<file path="config.mk">
export PLATFORM = sky130hd
export DESIGN_NAME = spi_master_flat
export DESIGN_NICKNAME = d
export VERILOG_FILES = /design/src/rtl/spi_pkg.sv /design/src/rtl/spi_master_if.sv /design/src/rtl/spi_sck_div.sv /design/src/rtl/spi_master.sv /design/src/flat_wrapper.sv
export SDC_FILE = /design/constraint.sdc
export NUM_CORES = 1
export LEC_CHECK = 0
export CORE_MARGIN = 10
export CORE_UTILIZATION = 30
export DETAILED_ROUTE_END_ITERATION = 6
export GPL_TIMING_DRIVEN = 1
export PLACE_DENSITY = 0.6
export SLEW_MARGIN = 20
export SYNTH_ARGS = -nofsm -noshare
export SYNTH_HDL_FRONTEND = slang
export SYNTH_HIERARCHICAL = 1
export SYNTH_SLANG_ARGS = --single-unit
</file>
<file path="constraint.sdc">
create_clock -name clk -period 6.3 [get_ports clk]
set_clock_uncertainty 0.15 [all_clocks]
set_input_delay 1.26 -clock clk [delete_from_list [all_inputs] [get_ports clk]]
set_output_delay 1.26 -clock clk [all_outputs]
set_load 0.005 [all_outputs]
</file>
<file path="src/rtl/spi_pkg.sv">
// Shared constants and FSM state encoding for the SPI master (mode 0, MSB first).
package spi_pkg;

    localparam int unsigned SPI_DATA_W          = 8;
    localparam int unsigned SPI_CLK_DIV_DEFAULT = 4;

    localparam logic SPI_CPOL = 1'b0;
    localparam logic SPI_CPHA = 1'b0;

    typedef enum logic [2:0] {
        IDLE,
        LEAD,
        SHIFT,
        NEXT,
        TRAIL,
        GAP
    } spi_state_e;

endpackage

</file>
<file path="src/rtl/spi_master_if.sv">
// Upstream byte stream interface: tx side is valid/ready, rx side is a one-cycle valid pulse.
interface spi_master_if
    import spi_pkg::*;
#(
    parameter int unsigned DATA_W = SPI_DATA_W
) ();

    logic [DATA_W-1:0] tx_data;
    logic              tx_last;
    logic              tx_valid;
    logic              tx_ready;
    logic [DATA_W-1:0] rx_data;
    logic              rx_valid;
    logic              busy;

    // Upstream producer/consumer side.
    modport master (
        output tx_data,
        output tx_last,
        output tx_valid,
        input  tx_ready,
        input  rx_data,
        input  rx_valid,
        input  busy
    );

    // SPI master block side.
    modport slave (
        input  tx_data,
        input  tx_last,
        input  tx_valid,
        output tx_ready,
        output rx_data,
        output rx_valid,
        output busy
    );

endinterface

</file>
<file path="src/rtl/spi_sck_div.sv">
// Half-period tick generator: counts 0..CLK_DIV-1 while enabled and pulses tick on the wrap cycle.
module spi_sck_div #(
    parameter int unsigned CLK_DIV = 4
) (
    input  logic clk,
    input  logic rst,
    input  logic clear,
    input  logic en,
    output logic tick
);

    localparam int unsigned CNT_W = (CLK_DIV > 1) ? $clog2(CLK_DIV) : 1;

    logic [CNT_W-1:0] cnt_q;

    assign tick = en && (cnt_q == CNT_W'(CLK_DIV - 1));

    always_ff @(posedge clk) begin
        if (rst || clear) begin
            cnt_q <= '0;
        end else if (en) begin
            cnt_q <= tick ? '0 : cnt_q + 1'b1;
        end
    end

endmodule

</file>
<file path="src/rtl/spi_master.sv">
// Mode-0 SPI master: one frame per accepted byte, SSEL held low across a burst until tx_last.
module spi_master
    import spi_pkg::*;
#(
    parameter int unsigned CLK_DIV = SPI_CLK_DIV_DEFAULT,
    parameter int unsigned DATA_W  = SPI_DATA_W
) (
    input  logic         clk,
    input  logic         rst,
    spi_master_if.slave  bus,
    output logic         SCK,
    output logic         MOSI,
    input  logic         MISO,
    output logic         SSEL
);

    localparam int unsigned BIT_W = (DATA_W > 1) ? $clog2(DATA_W) : 1;

    spi_state_e        state_q;
    logic [DATA_W-1:0] tx_shift_q;
    logic [DATA_W-1:0] rx_shift_q;
    logic [DATA_W-1:0] rx_data_q;
    logic [BIT_W-1:0]  bit_cnt_q;
    logic              last_q;
    logic              rx_valid_q;
    logic              sck_q;
    logic              mosi_q;
    logic              ssel_q;
    logic              miso_meta_q;
    logic              miso_sync_q;

    logic tick;
    logic div_en;
    logic accept;
    logic last_bit;

    assign bus.tx_ready = (state_q == IDLE) || (state_q == NEXT);
    assign bus.busy     = (state_q != IDLE);
    assign bus.rx_data  = rx_data_q;
    assign bus.rx_valid = rx_valid_q;

    assign SCK  = sck_q;
    assign MOSI = mosi_q;
    assign SSEL = ssel_q;

    assign accept   = bus.tx_valid && bus.tx_ready;
    assign last_bit = (bit_cnt_q == BIT_W'(DATA_W - 1));

    // Counter is held at zero in the waiting states, so each timed state starts from a clean count.
    assign div_en = (state_q != IDLE) && (state_q != NEXT);

    spi_sck_div #(
        .CLK_DIV (CLK_DIV)
    ) u_sck_div (
        .clk   (clk),
        .rst   (rst),
        .clear (!div_en),
        .en    (div_en),
        .tick  (tick)
    );

    always_ff @(posedge clk) begin
        if (rst) begin
            miso_meta_q <= 1'b0;
            miso_sync_q <= 1'b0;
        end else begin
            miso_meta_q <= MISO;
            miso_sync_q <= miso_meta_q;
        end
    end

    always_ff @(posedge clk) begin
        if (rst) begin
            state_q    <= IDLE;
            sck_q      <= SPI_CPOL;
            mosi_q     <= 1'b0;
            ssel_q     <= 1'b1;
            rx_valid_q <= 1'b0;
            rx_data_q  <= '0;
            tx_shift_q <= '0;
            rx_shift_q <= '0;
            bit_cnt_q  <= '0;
            last_q     <= 1'b0;
        end else begin
            rx_valid_q <= 1'b0;
            unique case (state_q)
                IDLE, NEXT: begin
                    if (accept) begin
                        tx_shift_q <= bus.tx_data;
                        last_q     <= bus.tx_last;
                        mosi_q     <= bus.tx_data[DATA_W-1];
                        ssel_q     <= 1'b0;
                        bit_cnt_q  <= '0;
                        state_q    <= LEAD;
                    end
                end
                LEAD: begin
                    // The end of the lead-in period is the first leading (sampling) edge.
                    if (tick) begin
                        sck_q      <= ~SPI_CPOL;
                        rx_shift_q <= {rx_shift_q[DATA_W-2:0], miso_sync_q};
                        state_q    <= SHIFT;
                    end
                end
                SHIFT: begin
                    if (tick) begin
                        if (sck_q == SPI_CPOL) begin
                            sck_q      <= ~SPI_CPOL;
                            rx_shift_q <= {rx_shift_q[DATA_W-2:0], miso_sync_q};
                        end else begin
                            sck_q     <= SPI_CPOL;
                            bit_cnt_q <= bit_cnt_q + 1'b1;
                            if (last_bit) begin
                                rx_data_q  <= rx_shift_q;
                                rx_valid_q <= 1'b1;
                                state_q    <= last_q ? TRAIL : NEXT;
                            end else begin
                                tx_shift_q <= tx_shift_q << 1;
                                mosi_q     <= tx_shift_q[DATA_W-2];
                            end
                        end
                    end
                end
                TRAIL: begin
                    if (tick) begin
                        ssel_q  <= 1'b1;
                        state_q <= GAP;
                    end
                end
                GAP: begin
                    if (tick) begin
                        state_q <= IDLE;
                    end
                end
                default: state_q <= IDLE;
            endcase
        end
    end

endmodule

</file>
<file path="src/flat_wrapper.sv">
// flat-port wrapper written by rule: the top's interface ports become plain ports
module spi_master_flat import spi_pkg::*;
#(
    parameter int unsigned CLK_DIV = SPI_CLK_DIV_DEFAULT,
    parameter int unsigned DATA_W  = SPI_DATA_W
)
  (clk, rst, SCK, MOSI, MISO, SSEL, bus_tx_data, bus_tx_last, bus_tx_valid, bus_tx_ready, bus_rx_data, bus_rx_valid, bus_busy);
  spi_master_if #(.DATA_W(DATA_W)) bus_i ();
  input  logic clk;
  input  logic rst;
  output logic SCK;
  output logic MOSI;
  input  logic MISO;
  output logic SSEL;
  input wire logic [$bits(bus_i.tx_data)-1:0] bus_tx_data;
  input wire logic [$bits(bus_i.tx_last)-1:0] bus_tx_last;
  input wire logic [$bits(bus_i.tx_valid)-1:0] bus_tx_valid;
  output wire logic [$bits(bus_i.tx_ready)-1:0] bus_tx_ready;
  output wire logic [$bits(bus_i.rx_data)-1:0] bus_rx_data;
  output wire logic [$bits(bus_i.rx_valid)-1:0] bus_rx_valid;
  output wire logic [$bits(bus_i.busy)-1:0] bus_busy;
  assign bus_i.tx_data = bus_tx_data;
  assign bus_i.tx_last = bus_tx_last;
  assign bus_i.tx_valid = bus_tx_valid;
  assign bus_tx_ready = bus_i.tx_ready;
  assign bus_rx_data = bus_i.rx_data;
  assign bus_rx_valid = bus_i.rx_valid;
  assign bus_busy = bus_i.busy;
  spi_master #(.CLK_DIV(CLK_DIV), .DATA_W(DATA_W)) u_core (.clk(clk), .rst(rst), .bus(bus_i), .SCK(SCK), .MOSI(MOSI), .MISO(MISO), .SSEL(SSEL));
endmodule
</file>
==> key figures, run 1 <==
Synth
  – Synth Cell Area: 1740 µm²
  – Synth unique cells: 42
  – Mapped Cells: 190
  – Synth Flop Type: dfxtp_1
  – Ys async rst share: 0%
  – Post-synth top area share: 43.6%
  – Synth area leaders: dfxtp_1, mux2i_1, nand2_1
  – Ys Warns: 6
  – Post-synth top area cell: dfxtp_1
  – Synth Net Count: 206
  – Syn_area_per_cell: 9.18 µm²
  – Seq cells post-synth: 38
  – Post-synth EDFFs: 0
  – Post-synthesis sequential area ratio: 43.6%

STA
  – RSZ-0062 raised after global routing: no
  – Peak Freq: 302 MHz
  – Final hold vios: 0
  – Pins over their slew limit: 0
  – Worst-Margin Slew: 0.547 ns
  – Tmin final: 3.31 ns
  – Period utilization: 52.6%
  – Worst rel slew slack: 63.5%
  – Setup Viol. Count Final: 0
  – Setup TNS: 0 ns
  – Fin worst setup slack: 2.99 ns

Final layout
  – N_diodes: 0
  – Fillers: 568
  – Share of cells above drive strength 1: 8.41%
  – Finished Layout Cells: 286
  – Sequential cell area: 761 µm²
  – Synthesis-to-layout area growth: 24.2%
  – Nets: 229
  – Footprint of the multi-input gates: 892 µm²
  – Post-layout util: 38.9%

Worst setup path
  – R2r endpoint: u_core/state_q[0]
  – WP data arrival: 1.90 ns
  – Worst reg-to-reg path cell count: 7
  – CP delay by family, top: buffers and inverters
  – Critical-path cell list: xnor2_1 > nand2_1 > inv_1 > clkdlybuf4s50_1
  – WP buf/inv: 2
  – Worst Path Required: 4.89 ns
  – Reg2reg setup slack: 3.67 ns
  – Crit path max fanout: 17
  – Worst path max stage delay: 0.62 ns
  – Critical path capture point type: output pin
  – Slowest CP cell: dfxtp_1
  – Category of the most critical setup path: reg -> out
  – Worst r2r src: u_core/state_q[1]
  – Critical path launch point type: flip-flop

Clock tree
  – Num CTS Buffers: 5
  – Clk slew on worst S/H paths: 0.08 ns
  – CTS tree: built
  – Sink Count: 38
  – Htree depth: 2
  – Post-CTS resize count: 0
  – Worst-Skew Late Latency: 0.29 ns
  – Hold_buf cts: 0
  – Root Driver: clkbuf_8
  – Setup Fix Bufs, Post-CTS: 0
  – Clock buffer depth: 2

Floorplanning
  – Die X: 96.3 µm
  – Top Ports: 27
  – Initial Utilization: 31.3%
  – Die ar.: 9260 µm²
  – Num rows: 27
  – Core area: 5570 µm²
  – Die height: 96.3 µm

Place
  – Post-Place Cells: 278
  – Dpl hpwl: 2.54 mm
  – Final GP Congestion: 0.762
  – IO buf count: 26
  – Post-place setup slack: 3.28 ns

Hold path
  – Hold Path End: u_core/miso_sync_q
  – Hold Crit Class: reg -> reg
  – Startpoint of the worst hold path: u_core/miso_meta_q
  – Hold path cells: 1

Run status
  – Status: finished, final reports clean

Power and ir drop
  – Total power: 749 µW
  – Worst vdd ir: 0.000117 V
  – Pleak: 0.000861 µW
  – Pwr/cell area: 345 nW/µm²

Routing
  – Post-Route WL: 3.69 mm
  – Drt drc: 0
  – Routed len/inst: 12.9 µm
  – Via density per instance: 4.86
  – Via Count: 1,391
  – First-pass DRT Iterations: 4
  – Iter 0 DRT Violations: 102
  – Final ANT Viol Nets: 0

Global routing
  – Vias in the first global route: 1,290
  – First-pass GRT wire length: 6.05 mm
  – Gr ovfl total: 0
  – Pin count of the biggest net entering global routing: 42
  – Initial antenna violation count: 0
  – Total GRT Usage: 8.26%

Run
  – MaxCap Viol Count: 0
-- flip-flops by register name, indices dropped and copies added (netlist names), 2 cells and up --
name,cells
u_core/bit_cnt_q,3
u_core/bus.rx_data,8
u_core/rx_shift_q,8
u_core/state_q,3
u_core/tx_shift_q,7
u_core/u_sck_div/cnt_q,2
-- layout make-up --
type                            count  area share, %
Clock buffer                        5           3.18
Clock inverter                      3           3.18
Multi-Input combinational cell    136           41.2
Tap cell                           72           4.16
Sequential cell                    38           35.1
Inverter                            5          0.866
Timing Repair Buffer               27           12.4
-- layout by cell type (no fill, tap or decap), types with 2 or more instances in the layout --
cell             synthesis  routed
clkbuf_8                 1       5
nor2_1                  24      24
a21oi_1                  5       5
and2_1                   2       2
a22oi_1                  2       2
o21ai_0                  3       3
ha_1                     3       3
nor2b_1                  5       5
a311oi_1                 7       7
o41ai_1                  2       2
bufinv_16                0       2
inv_1                    5       5
nor3_1                   9       9
nand3_1                  5       5
nand2b_1                 3       3
clkdlybuf4s50_1          0      26
or3_1                    2       2
nand2_1                 24      24
a211o_1                  2       2
dfxtp_1                 38      38
mux2i_1                 19      19
-- where the power goes --
| group | internal, µW | switching (µW) |
|---|---|---|
| Combinational | 96.5 | 105 |
| Clock | 159 | 89.9 |
| Sequential | 266 | 31.8 |
-- layer usage --
layer / up-vias / routed length (µm) / global-route usage [%]
met2: 21 / 1600 / 12.6
li1: 712 / - / -
met4: 0 / 35 / 2.95
met1: 656 / 1800 / 10.0
met5: - / 0 / 0
met3: 2 / 251 / 3.66
-- worst max path at each step --
stage	from	end	slack, ns	depth (start not counted)
after floorplan	bus_tx_valid	u_core/bit_cnt_q[1]	3.92	4
after global placement	u_core/state_q[1]	bus_tx_ready	3.32	4
after detailed placement	u_core/state_q[1]	bus_tx_ready	3.28	4
after CTS	u_core/state_q[1]	bus_tx_ready	2.97	4
after global routing	u_core/state_q[1]	bus_tx_ready	2.84	4
final	u_core/state_q[1]	bus_tx_ready	2.99	4
-- synthesized netlist by cell type, drive strengths merged, types with 3 or more instances --
library cell / n
nor2b: 5
dfxtp: 38
nor3: 10
inv: 5
buf: 5
nor2: 25
ha: 3
nand2b: 3
mux2i: 19
a21oi: 5
nand3: 5
nand2: 25
o21ai: 4
a311oi: 7
or3b: 3
clkbuf: 6
-- through the flow --
| stage | hold WS, ns | instance area [µm²] |
|---|---|---|
| 4_1_cts | 0.294 | 2170 |
| 6_report | 0.288 | 2170 |
| 5_1_grt | 0.329 | 2170 |
| 3_3_place_gp | 0.267 | 2030 |
| 3_5_place_dp | 0.275 | 2030 |
| 2_1_floorplan | 0.264 | 1740 |
-- kinds of logic after synthesis --
family | after synthesis | share of synthesized area (%)
xor+xnor | 2 | 1.00
compound gates | 28 | 12.3
mux | 19 | 10.9
fa+ha+maj | 3 | 2.15
buf+inv | 16 | 5.24
simple gates | 84 | 24.7
flops | 38 | 43.6
Power figures use the tool's default switching activity.
==> run 2, diff against run 1 <==
==> constraint.sdc (replaced) <==
create_clock -name clk -period 3.25 [get_ports clk]
set_clock_uncertainty 0.15 [all_clocks]
set_input_delay 0.65 -clock clk [delete_from_list [all_inputs] [get_ports clk]]
set_output_delay 0.65 -clock clk [all_outputs]
set_load 0.005 [all_outputs]
==> run 2 against run 1 <==
Non-clock buffer count unchanged. Count of clock-buffer cells in the layout unchanged. Critical path depth unchanged. Cell count unchanged. Critical path type unchanged. Critical endpoint unchanged.
==> key figures, run 2 (same netlist as run 1, synthesis figures left out) <==
Floorplanning
  – Num rows: 27
  – Initial Utilization: 31.3%
  – Die ar.: 9260 µm²
  – Core area: 5570 µm²
  – Die X: 96.3 µm
  – Top Ports: 27
  – Die height: 96.3 µm

Global routing
  – Total GRT Usage: 8.34%
  – First-pass GRT wire length: 6.14 mm
  – Initial antenna violation count: 0
  – Met3 usage: 3.89%
  – Vias in the first global route: 1,311
  – GRT Max-Usage Layer: met2
  – Pin count of the biggest net entering global routing: 25
  – M1 GR Usage: 9.51%
  – Met2 global-route usage: 13.2%
  – Gr ovfl total: 0

Clock tree
  – CTS tree: built
  – Sink Count: 38
  – Worst-Skew Late Latency: 0.29 ns
  – Post-CTS resize count: 0
  – Htree depth: 2
  – Hold_buf cts: 0
  – Clock buffer depth: 2
  – Root Driver: clkbuf_8
  – Setup Fix Bufs, Post-CTS: 0
  – Clk slew on worst S/H paths: 0.08 ns
  – Num CTS Buffers: 5

Final layout
  – Footprint of the multi-input gates: 892 µm²
  – Commonest non-fill, non-tap cell in the layout: dfxtp_1
  – Nets: 229
  – Synthesis-to-layout area growth: 24.2%
  – Sequential cell area: 761 µm²
  – N_diodes: 0
  – Share of cells above drive strength 1: 8.41%
  – Fillers: 571
  – Most frequent cells in the layout: dfxtp_1, clkdlybuf4s50_1, nand2_1, nor2_1, mux2i_1

Routing
  – Via Count: 1,375
  – Post-Route WL: 3.70 mm
  – Via density per instance: 4.81
  – First-pass DRT Iterations: 4
  – Iter 0 DRT Violations: 97
  – Drt drc: 0
  – Final ANT Viol Nets: 0
  – Routed len/inst: 12.9 µm

Power and ir drop
  – Pleak: 0.000861 µW
  – Total power: 1440 µW
  – Worst vdd ir: 0.000245 V
  – Pwr/cell area: 667 nW/µm²

STA
  – Worst-Margin Slew: 0.886 ns
  – Period utilization: 84.7%
  – Tmin final: 2.75 ns
  – Worst rel slew slack: 40.8%
  – Setup TNS: 0 ns
  – Pins over their slew limit: 0
  – Peak Freq: 363 MHz
  – Fin worst setup slack: 0.498 ns
  – RSZ-0062 raised after global routing: no
  – Setup Viol. Count Final: 0
  – WHS: 0.303 ns
  – Final hold vios: 0

Worst setup path
  – Critical path capture point type: output pin
  – WP buf/inv: 2
  – CP delay by family, top: flip-flops
  – Slowest CP cell: dfxtp_1
  – Crit path max fanout: 17
  – Critical path launch point type: flip-flop
  – Category of the most critical setup path: reg -> out
  – Worst Path Required: 2.45 ns
  – WP data arrival: 1.95 ns
  – Critical-path cell list: xnor2_1 > nand2_1 > inv_1 > clkdlybuf4s50_1
  – Worst path max stage delay: 0.66 ns

Place
  – Final GP Congestion: 0.741
  – IO buf count: 26
  – Post-place setup slack: 0.683 ns
  – Dpl hpwl: 2.58 mm

Run
  – MaxCap Viol Count: 0

Run status
  – Status: finished, final reports clean

Hold path
  – Hold Crit Class: reg -> reg
==> run 2: area by class of cell <==
| type | count | share of cell area, % |
|---|---|---|
| clock buffer | 5 | 3.18 |
| clock inverter | 3 | 3.18 |
| inverter | 5 | 0.866 |
| multi-input combinational | 136 | 41.2 |
| sequential | 38 | 35.1 |
| tap | 72 | 4.16 |
| timing repair buffer | 27 | 12.4 |
==> run 2: through the flow <==
stage	area [µm²]	std cells	utilization (%)
final	2170	286	38.9
after global routing	2170	286	38.9
after CTS	2170	286	38.9
after detailed placement	2030	278	36.4
after global placement	2030	278	36.4
after floorplan	1740	190	-
==> run 2: worst paths after layout <==
check / startpoint / end / slack (ns) / cells after the start
max: u_core/state_q[1] / bus_tx_ready / 0.50 / 4
min: u_core/miso_meta_q / u_core/miso_sync_q / 0.30 / 1
max reg2reg: u_core/state_q[1] / u_core/state_q[0] / 0.66 / 7
min reg2reg: u_core/miso_meta_q / u_core/miso_sync_q / 0.30 / 1
==> run 2: per-layer routing <==
| metal | vias to the layer above | part of all wire [%] |
|---|---|---|
| met2 | 24 | 45 |
| met1 | 627 | 45 |
| li1 | 719 | - |
| met5 | - | 0 |
| met4 | 0 | 1.3 |
| met3 | 5 | 8.9 |
==> run 2: power by group <==
part / switching, µW / internal (µW) / total [µW]
clock: 169 / 308 / 477
sequential: 64.1 / 516 / 581
combinational: 201 / 187 / 388
==> run 3, diff against run 2 <==
==> constraint.sdc (replaced) <==
create_clock -name clk -period 2.85 [get_ports clk]
set_clock_uncertainty 0.15 [all_clocks]
set_input_delay 0.57 -clock clk [delete_from_list [all_inputs] [get_ports clk]]
set_output_delay 0.57 -clock clk [all_outputs]
set_load 0.005 [all_outputs]
==> run 3 against run 2 <==
Utilization is 0.54 points higher. Non-clock buffer count is 4 higher. Die area stayed put. Critical endpoint unchanged.
==> key figures, run 3 (same netlist as run 1, synthesis figures left out) <==
Run status
  – Status: finished, final reports clean

Place
  – Post-Place Cells: 282
  – IO buf count: 26
  – Dpl hpwl: 2.69 mm
  – Final GP Congestion: 0.783
  – Dpl cell area: 2060 µm²
  – Post-place setup slack: 0.556 ns

Global routing
  – First-pass GRT wire length: 6.43 mm
  – Vias in the first global route: 1,358
  – Gr ovfl total: 0
  – Total GRT Usage: 8.66%
  – Initial antenna violation count: 0
  – Pin count of the biggest net entering global routing: 19

Worst setup path
  – WP data arrival: 1.71 ns
  – Critical path capture point type: output pin
  – Reg2reg setup slack: 0.52 ns
  – Category of the most critical setup path: reg -> out
  – Critical path launch point type: flip-flop
  – Worst Path Required: 2.13 ns
  – Crit path max fanout: 5

Clock tree
  – Sink Count: 38
  – Htree depth: 2
  – Setup Fix Bufs, Post-CTS: 0
  – Hold_buf cts: 0
  – CTS tree: built
  – Clk slew on worst S/H paths: 0.08 ns
  – Clock buffer depth: 2
  – Num CTS Buffers: 5
  – Root Driver: clkbuf_8
  – Worst-Skew Late Latency: 0.29 ns
  – Post-CTS resize count: 0

Power and ir drop
  – Psw: 519 µW
  – Clock power share: 33.1%
  – Sequential share of power: 37.0%
  – Int Power: 1170 µW
  – Combinational Power Share: 29.9%
  – Sw Ratio: 30.8%
  – Worst vdd ir: 0.000305 V
  – Pwr/cell area: 768 nW/µm²
  – Pleak: 0.000882 µW

STA
  – Peak Freq: 412 MHz
  – Pins over their slew limit: 0
  – Worst rel slew slack: 61.5%
  – Fin worst setup slack: 0.423 ns
  – RSZ-0062 raised after global routing: no
  – Setup Viol. Count Final: 0
  – Final hold vios: 0
  – Period utilization: 85.2%
  – Setup TNS: 0 ns
  – Tmin final: 2.43 ns
  – Worst-Margin Slew: 0.577 ns

Final layout
  – Finished Layout Cells: 290
  – Commonest non-fill, non-tap cell in the layout: dfxtp_1
  – Final Cell Area: 2200 µm²
  – Footprint of the multi-input gates: 892 µm²
  – Share of cells above drive strength 1: 10.1%
  – Fillers: 560
  – N_diodes: 0
  – Sequential cell area: 761 µm²
  – Synthesis-to-layout area growth: 26.0%
  – Most frequent cells in the layout: dfxtp_1, clkdlybuf4s50_1, nand2_1, nor2_1, mux2i_1
  – Nets: 233

Routing
  – Via Count: 1,391
  – Post-Route WL: 3.86 mm
  – Final ANT Viol Nets: 0
  – First-pass DRT Iterations: 4
  – Routed len/inst: 13.3 µm
  – Via density per instance: 4.80
  – Iter 0 DRT Violations: 113
  – Drt drc: 0

Floorplanning
  – Die ar.: 9260 µm²
  – Initial Utilization: 31.3%
  – Top Ports: 27
  – Die height: 96.3 µm
  – Num rows: 27
  – Die X: 96.3 µm
  – Core area: 5570 µm²

Hold path
  – Hold Crit Class: reg -> reg

Run
  – MaxCap Viol Count: 0
run 3: cell count changes in the layout (fill, tap and decap cells not counted), sizes merged:
cell | previous run | this run
buf | 1 | 5
run 3: worst paths after layout:
kind,startpoint,endpoint,cells after the start
worst min-delay path,u_core/miso_meta_q,u_core/miso_sync_q,1
worst min register to register,u_core/miso_meta_q,u_core/miso_sync_q,1
worst max register to register,u_core/state_q[1],u_core/state_q[0],7
worst max-delay path,u_core/state_q[1],bus_tx_ready,4
run 3: worst max-delay path, stage by stage (launching register included):
cell	delay, ns
dfxtp_1	0.34
xnor2_1	0.25
nand2_1	0.17
inv_1	0.14
clkdlybuf4s50_1	0.51
run 3: layout make-up:
cell class,count,area share (%)
timing repair buffer,31,13.6
inverter,5,0.854
clock inverter,3,3.13
clock buffer,5,3.13
sequential,38,34.6
multi-input combinational,136,40.6
tap,72,4.10
run 3: through the flow:
stage	utilization (%)	hold slack, ns	total power [µW]
after floorplan	-	0.264	1020
after global placement	36.9	0.266	1140
after detailed placement	36.9	0.286	1140
after CTS	39.4	0.305	1700
after global routing	39.4	0.321	1780
final	39.4	0.301	1690
run 3: metal layers:
| metal | GRT usage [%] | vias up | share of wire (%) | wire length [µm] |
|---|---|---|---|---|
| met5 | 0 | - | 0 | 0 |
| met4 | 2.95 | 0 | 1.4 | 55 |
| met3 | 3.42 | 6 | 7.2 | 278 |
| met2 | 12.9 | 29 | 43 | 1650 |
| met1 | 11.1 | 640 | 48 | 1870 |
| li1 | - | 716 | - | - |
run 3: power groups by stage:
stage / logic, µW / clock network, µW / registers [µW]
after floorplan: 391 / 0 / 625
after global placement: 501 / 0 / 637
after detailed placement: 505 / 0 / 635
after CTS: 509 / 567 / 624
after global routing: 559 / 589 / 631
final: 504 / 559 / 625
